<file path="config.mk">
export PLATFORM = sky130hd
export DESIGN_NAME = serial_to_parallel_4bits
export DESIGN_NICKNAME = d
export VERILOG_FILES = /design/src/rtl/serial_to_parallel_4bits.sv
export SDC_FILE = /design/constraint.sdc
export NUM_CORES = 1
export LEC_CHECK = 0
export ABC_AREA = 1
export CORE_AREA = 2 2 39 41
export DETAILED_ROUTE_END_ITERATION = 6
export DIE_AREA = 0 0 41 43
export PLACE_DENSITY = 0.77
export SLEW_MARGIN = 10
export SYNTH_ARGS = -nofsm -noshare
export SYNTH_HDL_FRONTEND = slang
export SYNTH_SLANG_ARGS = --single-unit
</file>
<file path="constraint.sdc">
create_clock -name clk -period 3.2 [get_ports clk]
set_input_delay 0.48 -clock clk [delete_from_list [all_inputs] [get_ports clk]]
set_output_delay 0.48 -clock clk [all_outputs]
set_load 0.02 [all_outputs]
</file>
<file path="src/rtl/serial_to_parallel_4bits.sv">
// rtl/serial_to_parallel_4bits.sv - serial bit collector feeding a WIDTH-bit holding register
module serial_to_parallel_4bits #(
    parameter int WIDTH     = 4,
    parameter bit MSB_FIRST = 1'b1
) (
    input  logic             clk,
    input  logic             rst,
    input  logic             sin,
    input  logic             sin_valid,
    input  logic             sin_sync,
    output logic             sin_ready,
    output logic [WIDTH-1:0] D_out,
    output logic [WIDTH-1:0] D_outbar,
    output logic             out_valid,
    input  logic             out_ready,
    output logic [3:0]       bit_cnt
);

    typedef enum logic {HOLD_EMPTY = 1'b0, HOLD_FULL = 1'b1} hold_state_t;

    localparam logic [3:0] LAST_CNT = 4'(WIDTH - 1);

    hold_state_t      state_q;
    hold_state_t      state_d;
    logic [WIDTH-1:0] shift_q;
    logic [WIDTH-1:0] shift_d;
    logic [WIDTH-1:0] hold_q;
    logic [3:0]       cnt_q;
    logic             at_last;
    logic             accept;
    logic             complete;
    logic             take;

    // Only the word-completing bit can stall, and only if the held word is not leaving now.
    assign at_last   = (cnt_q == LAST_CNT);
    assign sin_ready = ~(at_last & (state_q == HOLD_FULL) & ~out_ready);
    assign accept    = sin_valid & sin_ready;
    assign complete  = accept & ~sin_sync & at_last;
    assign take      = (state_q == HOLD_FULL) & out_ready;

    always_comb begin
        shift_d = shift_q;
        if (sin_sync) begin
            if (MSB_FIRST) shift_d = {{(WIDTH-1){1'b0}}, sin};
            else           shift_d = {sin, {(WIDTH-1){1'b0}}};
        end else begin
            if (MSB_FIRST) shift_d = {shift_q[WIDTH-2:0], sin};
            else           shift_d = {sin, shift_q[WIDTH-1:1]};
        end
    end

    always_ff @(posedge clk or negedge rst) begin
        if (!rst) begin
            shift_q <= '0;
            cnt_q   <= '0;
            hold_q  <= '0;
        end else if (accept) begin
            shift_q <= shift_d;
            if (sin_sync)      cnt_q <= 4'd1;
            else if (complete) cnt_q <= 4'd0;
            else               cnt_q <= cnt_q + 4'd1;
            if (complete) hold_q <= shift_d;
        end
    end

    always_ff @(posedge clk or negedge rst) begin
        if (!rst) state_q <= HOLD_EMPTY;
        else      state_q <= state_d;
    end

    // A completing word refills the holding stage even while the old one is taken.
    always_comb begin
        state_d = state_q;
        case (state_q)
            HOLD_EMPTY: if (complete)         state_d = HOLD_FULL;
            HOLD_FULL:  if (take & ~complete) state_d = HOLD_EMPTY;
            default:                          state_d = HOLD_EMPTY;
        endcase
    end

    always_comb begin
        out_valid = (state_q == HOLD_FULL);
        D_out     = hold_q;
        D_outbar  = ~hold_q;
        bit_cnt   = cnt_q;
    end

endmodule

</file>
==> results.yml, run 1 <==
setup_path:
  timing.critical_path.arrival_ns: 1.84
  crit_slowest_cell: "clkdlybuf4s50_1"
  element_type_at_the_critical_path_end: "output port"
  path_class: "in2out"
  cp_num_buf_inv: 4
  worst_path_largest_cell_delay_ns: 0.60
  worstPathRequired_ns: 2.72
  worst_path_cell_chain: "clkdlybuf4s50_1 -> inv_1 -> nand2_1 -> inv_1 -> nand2_2 -> clkdlybuf4s50_1"
  critical_path.max_fanout: 3
  path_delay_family: "buffers and inverters"
  worstSetupStartpointType: "input pin"
floorplan:
  die_x_um: 41
  core-area_mm2: 0.001384
  start_util_pct: 41.95
  floorplan.die.height_um: 43
  fp-row-count: 14
  num_io_pins: 20
  die_area_mm2: 0.001763
timing:
  worst_slew_pin_slew_ns: 0.5432
  timing_max_transition_violations_final: 0
  finalHoldViolations: 0
  achievable-frequency_ghz: 0.4307
  slew_headroom_pct: 63.67
  finalCritPeriodShare_pct: 72.55
  finalWorstPathRequiredPeriod_ns: 2.322
  finalSetupViolations: 0
  layout_setup_ws_ns: 0.8784
  fin_setup_tns_ns: 0
  rsz0062_at_grt: "false"
  clock-skew-final_ns: 0.002888
  hold-worst-slack_ns: 0.4841
power_and_ir_drop:
  share_seq_of_total_power_pct: 40.8
  internal_power_mw: 0.3123
  sw_frac_of_total_pct: 31.83
  p_comb_share_pct: 32.6
  power_density_mw_per_mm2: 561.5
  irDropWorstVdd_v: 0.0002759
  clk_pwr_share_pct: 26.6
  power_switching_mw: 0.1458
  leakagePower_nw: 0.3841
min_path:
  worstHoldPathType: "reg2reg"
placement:
  dpl_worst_slack_ns: 0.8745
  post-dp-hpwl_um: 830.7
  count_of_buffers_inserted_at_the_top_level_ports: 19
  finalWeightedCongestion: 0.6711
  place_area_um2: 779.5
status:
  status: "complete, no violations"
finish:
  antennaDiodeCount: 0
  final_design_area_no_fill_um2: 815.8
  nFillCells: 130
  synthToLayoutAreaGrowth_pct: 40.52
  post_route_cells_drive_above_1_share_pct: 14.61
  design.final.nets: 97
synthesis:
  area_fraction_in_compound_gates_after_synthesis_pct: 11.42
  post_synth_main_area_contributors: "dfrtp_1 (52%), nand2_1 (12%), inv_1 (7.8%)"
  synthesis.area_per_instance_um2: 8.665
  postSynthCellCount: 67
  yosysTopAreaCell: "dfrtp_1"
  yosysSeqAreaShare_pct: 51.72
  post_synthesis_adder_cell_area_fraction_pct: 2.155
  syn-cell-area_um2: 580.6
  proportion_of_synthesized_area_in_mux_cells_pct: 0
  synthDistinctLibCells: 15
  synth-seq-cells: 12
  synth.net_count: 74
  synth_top_cell_area_share_pct: 51.72
  combinational_family_with_the_most_area_after_synthesis: "simple AND/OR/NAND/NOR gates"
  post_synth_xor_area_fraction_pct: 0
  yosys_warnings: 0
  synth_simple_gate_area_share_pct: 24.35
clocking:
  h_tree_level_count: 1
  clock_sinks: 12
  cts_tree: "yes"
  post_cts.repair.setup_buffers: 0
  cts_resized: 0
  cts_made_buffers: 3
  clock_latency_on_the_worst_skew_pair_ns: 0.27
  clockBufferDepth: 2
  clkTransAtPathRegs_ns: 0.07
  cts-hold-fix-buffers: 0
  cts-root-buf: "clkbuf_4"
job:
  maxCapViolations: 0
detailed_routing:
  detailroute.via_count: 491
  drt-initial-drc-count: 8
  wl_per_cell_um: 10.26
  postRouteWirelength_um: 1077
  drc_violation_count_after_routing: 0
  drt_pass1_iterations: 3
  count_of_nets_left_with_antenna_violations_after_detail_routing: 0
  vias_per_cell: 4.676
global_route:
  groute.usage.overall_pct: 14.43
  first_global_vias: 415
  grt.overflow.total: 0
  grt_max_degree: 13
  grt_first_pass_wirelength_um: 1759
  grt_antenna_before_repair: 0
state kept, by name, summed over array words and instances (netlist names):
name / cells
out_valid: 1
D_out: 4
bit_cnt: 4
shift_q: 3
power by group through the flow:
stage	Combinational, mW	Clock (mW)	Sequential, mW
final	0.149	0.122	0.187
after detailed placement	0.151	0	0.190
after floorplan	0.0538	0	0.211
after global placement	0.148	0	0.190
after global routing	0.162	0.131	0.190
after CTS	0.152	0.123	0.187
synthesized netlist by cell type:
library cell,instances
buf_6,1
dfrtp_1,12
ha_1,1
inv_1,12
inv_2,1
nand2_1,18
nand2_2,3
nand3_1,3
nand4_1,2
nand4_2,1
nor2_1,1
nor2_4,1
o21ai_0,5
o21ai_1,3
o21ai_2,3
path summary, 6_finish.rpt:
kind	startpoint	to	slack (ns)	depth (start not counted)
worst min-delay path	shift_q[0]	shift_q[0]	0.48	2
worst max-delay path	out_ready	sin_ready	0.88	6
max in group asynchronous	rst	bit_cnt[0]	2.29	1
min in group asynchronous	rst	D_out[2]	0.55	1
worst max register to register	bit_cnt[0]	bit_cnt[1]	1.82	7
worst min register to register	shift_q[0]	shift_q[0]	0.48	2
layout by cell type, fill, tap and decap left out, drive strengths merged:
cell           instances
nand3                  3
clkdlybuf4s50         19
clkbuf                 4
dfrtp                 12
ha                     1
inv                   13
nand2                 21
nor2                   2
o21ai                 11
nand4                  3
cell families after synthesis:
group | count (synthesis)
flip-flops | 12
AND/OR/NAND/NOR | 29
adder cells (fa/ha/maj) | 1
AO/OA/AOI/OAI | 11
buffers and inverters | 14
layout make-up:
| cell class | count | area [um2] | area share (%) |
|---|---|---|---|
| Multi-Input combinational cell | 41 | 220.2 | 26.99 |
| Clock buffer | 4 | 36.28 | 4.448 |
| Sequential cell | 12 | 300.3 | 36.81 |
| Timing Repair Buffer | 19 | 190.2 | 23.31 |
| Tap cell | 16 | 20.02 | 2.454 |
| Inverter | 13 | 48.80 | 5.982 |
through the flow:
step / std cells / total power, mW / utilization [%]
CTS: 105 / 0.4616 / 58.95
detailed placement: 101 / 0.3415 / 56.33
global placement: 101 / 0.3382 / 56.33
finish: 105 / 0.4581 / 58.95
floorplan: 67 / 0.2649 / -
global route: 105 / 0.4842 / 58.95
worst min-delay path, stage by stage, from the launching register on:
cell     delay (ns)
dfrtp_1        0.35
nand2_1        0.06
o21ai_2        0.04
per-layer routing:
metal | track usage, % | vias to the layer above | routed length (um)
met2 | 20.00 | 13 | 518
met1 | 21.23 | 218 | 489
met4 | 6.000 | 0 | 14
met3 | 3.141 | 3 | 55
li1 | - | 257 | -
met5 | 0 | - | 0
Power figures use the tool's default switching activity.
==> inputs of run 2 (changes only) <==
--- a/config.mk
+++ b/config.mk
@@ -6,10 +6,10 @@
 export NUM_CORES = 1
 export LEC_CHECK = 0
 export ABC_AREA = 1
-export CORE_AREA = 2 2 39 41
+export CORE_MARGIN = 2
+export CORE_UTILIZATION = 42
 export DETAILED_ROUTE_END_ITERATION = 6
-export DIE_AREA = 0 0 41 43
-export PLACE_DENSITY = 0.77
+export PLACE_DENSITY = 0.75
 export SLEW_MARGIN = 10
 export SYNTH_ARGS = -nofsm -noshare
 export SYNTH_HDL_FRONTEND = slang
==> constraint.sdc (replaced) <==
create_clock -name clk -period 2.2 [get_ports clk]
set_input_delay 0.33 -clock clk [delete_from_list [all_inputs] [get_ports clk]]
set_output_delay 0.33 -clock clk [all_outputs]
set_load 0.02 [all_outputs]
==> results.yml, run 2 (synthesized netlist as in run 1, its figures left out) <==
status:
  status: "complete, no violations"
finish:
  most_common_cell_after_layout_fill_and_taps_aside: "clkdlybuf4s50_1"
  antennaDiodeCount: 0
  synthToLayoutAreaGrowth_pct: 40.30
  design.final.nets: 97
  utilization_after_layout_pct: 62.60
  final_cell_mix: "clkdlybuf4s50_1 (19), nand2_1 (18), dfrtp_1 (12), inv_1 (12), o21ai_0 (5)"
  post_route_cells_drive_above_1_share_pct: 14.61
  final_design_area_no_fill_um2: 814.5
  final-seq-area_um2: 300.3
  multi_input_area_um2: 220.2
  nFillCells: 125
clocking:
  cts-root-buf: "clkbuf_4"
  cts_made_buffers: 3
  clock_sinks: 12
  clock_latency_on_the_worst_skew_pair_ns: 0.28
  cts_resized: 0
  clkTransAtPathRegs_ns: 0.08
  clockBufferDepth: 2
  cts-hold-fix-buffers: 0
  cts_tree: "yes"
  h_tree_level_count: 1
  post_cts.repair.setup_buffers: 0
floorplan:
  die_x_um: 41.18
  die_area_mm2: 0.001696
  start_util_pct: 44.62
  fp-row-count: 13
  core-area_mm2: 0.001301
  floorplan.die.height_um: 41.18
  num_io_pins: 20
timing:
  finalSetupViolations: 0
  worst_slew_pin_slew_ns: 0.5217
  fin_setup_tns_ns: 0
  slew_headroom_pct: 65.11
  achievable-frequency_ghz: 0.4698
  finalWorstPathRequiredPeriod_ns: 2.129
  clock-skew-final_ns: 0.005540
  timing_max_transition_violations_final: 0
  layout_setup_ws_ns: 0.07124
  finalCritPeriodShare_pct: 96.76
  finalHoldViolations: 0
  rsz0062_at_grt: "false"
power_and_ir_drop:
  leakagePower_nw: 0.3841
  p_comb_share_pct: 32.3
  irDropWorstVdd_v: 0.0004204
  sw_frac_of_total_pct: 32.13
  internal_power_mw: 0.4544
  power_switching_mw: 0.2151
  power_density_mw_per_mm2: 821.9
  clk_pwr_share_pct: 26.6
  share_seq_of_total_power_pct: 41.1
setup_path:
  critical_path.max_fanout: 6
  critical-path-top-cell-by-count: "nand2_2"
  path_delay_family: "buffers and inverters"
  path_class: "reg2out"
  element_type_at_the_critical_path_end: "output port"
  worstSetupStartpointType: "flip-flop"
  worst_path_cell_chain: "ha_1 -> nand2_2 -> nor2_4 -> nand2_2 -> clkdlybuf4s50_1"
  worst_path_largest_cell_delay_ns: 0.60
  timing.critical_path.arrival_ns: 1.80
  cp_num_buf_inv: 1
  crit_slowest_cell: "clkdlybuf4s50_1"
  worstPathRequired_ns: 1.87
global_route:
  grt_antenna_before_repair: 0
  groute.usage.overall_pct: 15.52
  grt.overflow.total: 0
  grt_first_pass_wirelength_um: 1628
  first_global_vias: 407
  grt_max_degree: 13
placement:
  place_area_um2: 778.2
  dpl_worst_slack_ns: 0.1965
  finalWeightedCongestion: 0.6918
  count_of_buffers_inserted_at_the_top_level_ports: 19
  post-dp-hpwl_um: 850.4
min_path:
  worstHoldPathType: "in2async"
detailed_routing:
  count_of_nets_left_with_antenna_violations_after_detail_routing: 0
  detailroute.via_count: 482
  postRouteWirelength_um: 1140
  wl_per_cell_um: 10.96
  vias_per_cell: 4.635
  drc_violation_count_after_routing: 0
  drt-initial-drc-count: 9
  drt_pass1_iterations: 4
job:
  maxCapViolations: 0
[run 2: cell counts in the layout (fill, tap and decap cells not counted)]
Identical to the previous run, type by type.
[run 2: layout make-up]
class | count | area share [%]
inverters | 13 | 5.991
clock buffers | 4 | 4.455
well taps | 15 | 2.304
multi-input cells | 41 | 27.04
repair buffers | 19 | 23.35
flip-flops and latches | 12 | 36.87
[run 2: worst paths after layout]
| kind | from | end | slack [ns] | cells past startpoint |
|---|---|---|---|---|
| max in group asynchronous | rst | D_out[3] | 1.46 | 1 |
| max reg2reg | bit_cnt[0] | shift_q[1] | 0.82 | 7 |
| min | rst | bit_cnt[0] | 0.39 | 1 |
| min in group clk | shift_q[2] | shift_q[2] | 0.50 | 2 |
| min reg2reg | shift_q[2] | shift_q[2] | 0.50 | 2 |
| max | bit_cnt[0] | sin_ready | 0.07 | 5 |
[run 2: per-layer routing]
layer	up-vias	wire [um]	track usage, %
met2	10	558	25.39
met4	0	26	9.677
met5	-	0	0
met3	4	50	3.261
li1	254	-	-
met1	214	505	18.31
[run 2: power by group through the flow]
stage | Combinational [mW] | Sequential (mW) | Clock, mW
finish | 0.216 | 0.275 | 0.178
global placement | 0.216 | 0.277 | 0
floorplan | 0.0782 | 0.307 | 0
CTS | 0.219 | 0.275 | 0.179
global route | 0.236 | 0.278 | 0.187
detailed placement | 0.219 | 0.279 | 0
[run 2: stage by stage]
stage	power (mW)	instances	hold WS [ns]
2_1_floorplan	0.3853	67	0.03441
3_3_place_gp	0.4932	100	0.4679
3_5_place_dp	0.4977	100	0.4805
4_1_cts	0.6739	104	0.4159
5_1_grt	0.7009	104	0.4488
6_report	0.6694	104	0.3889
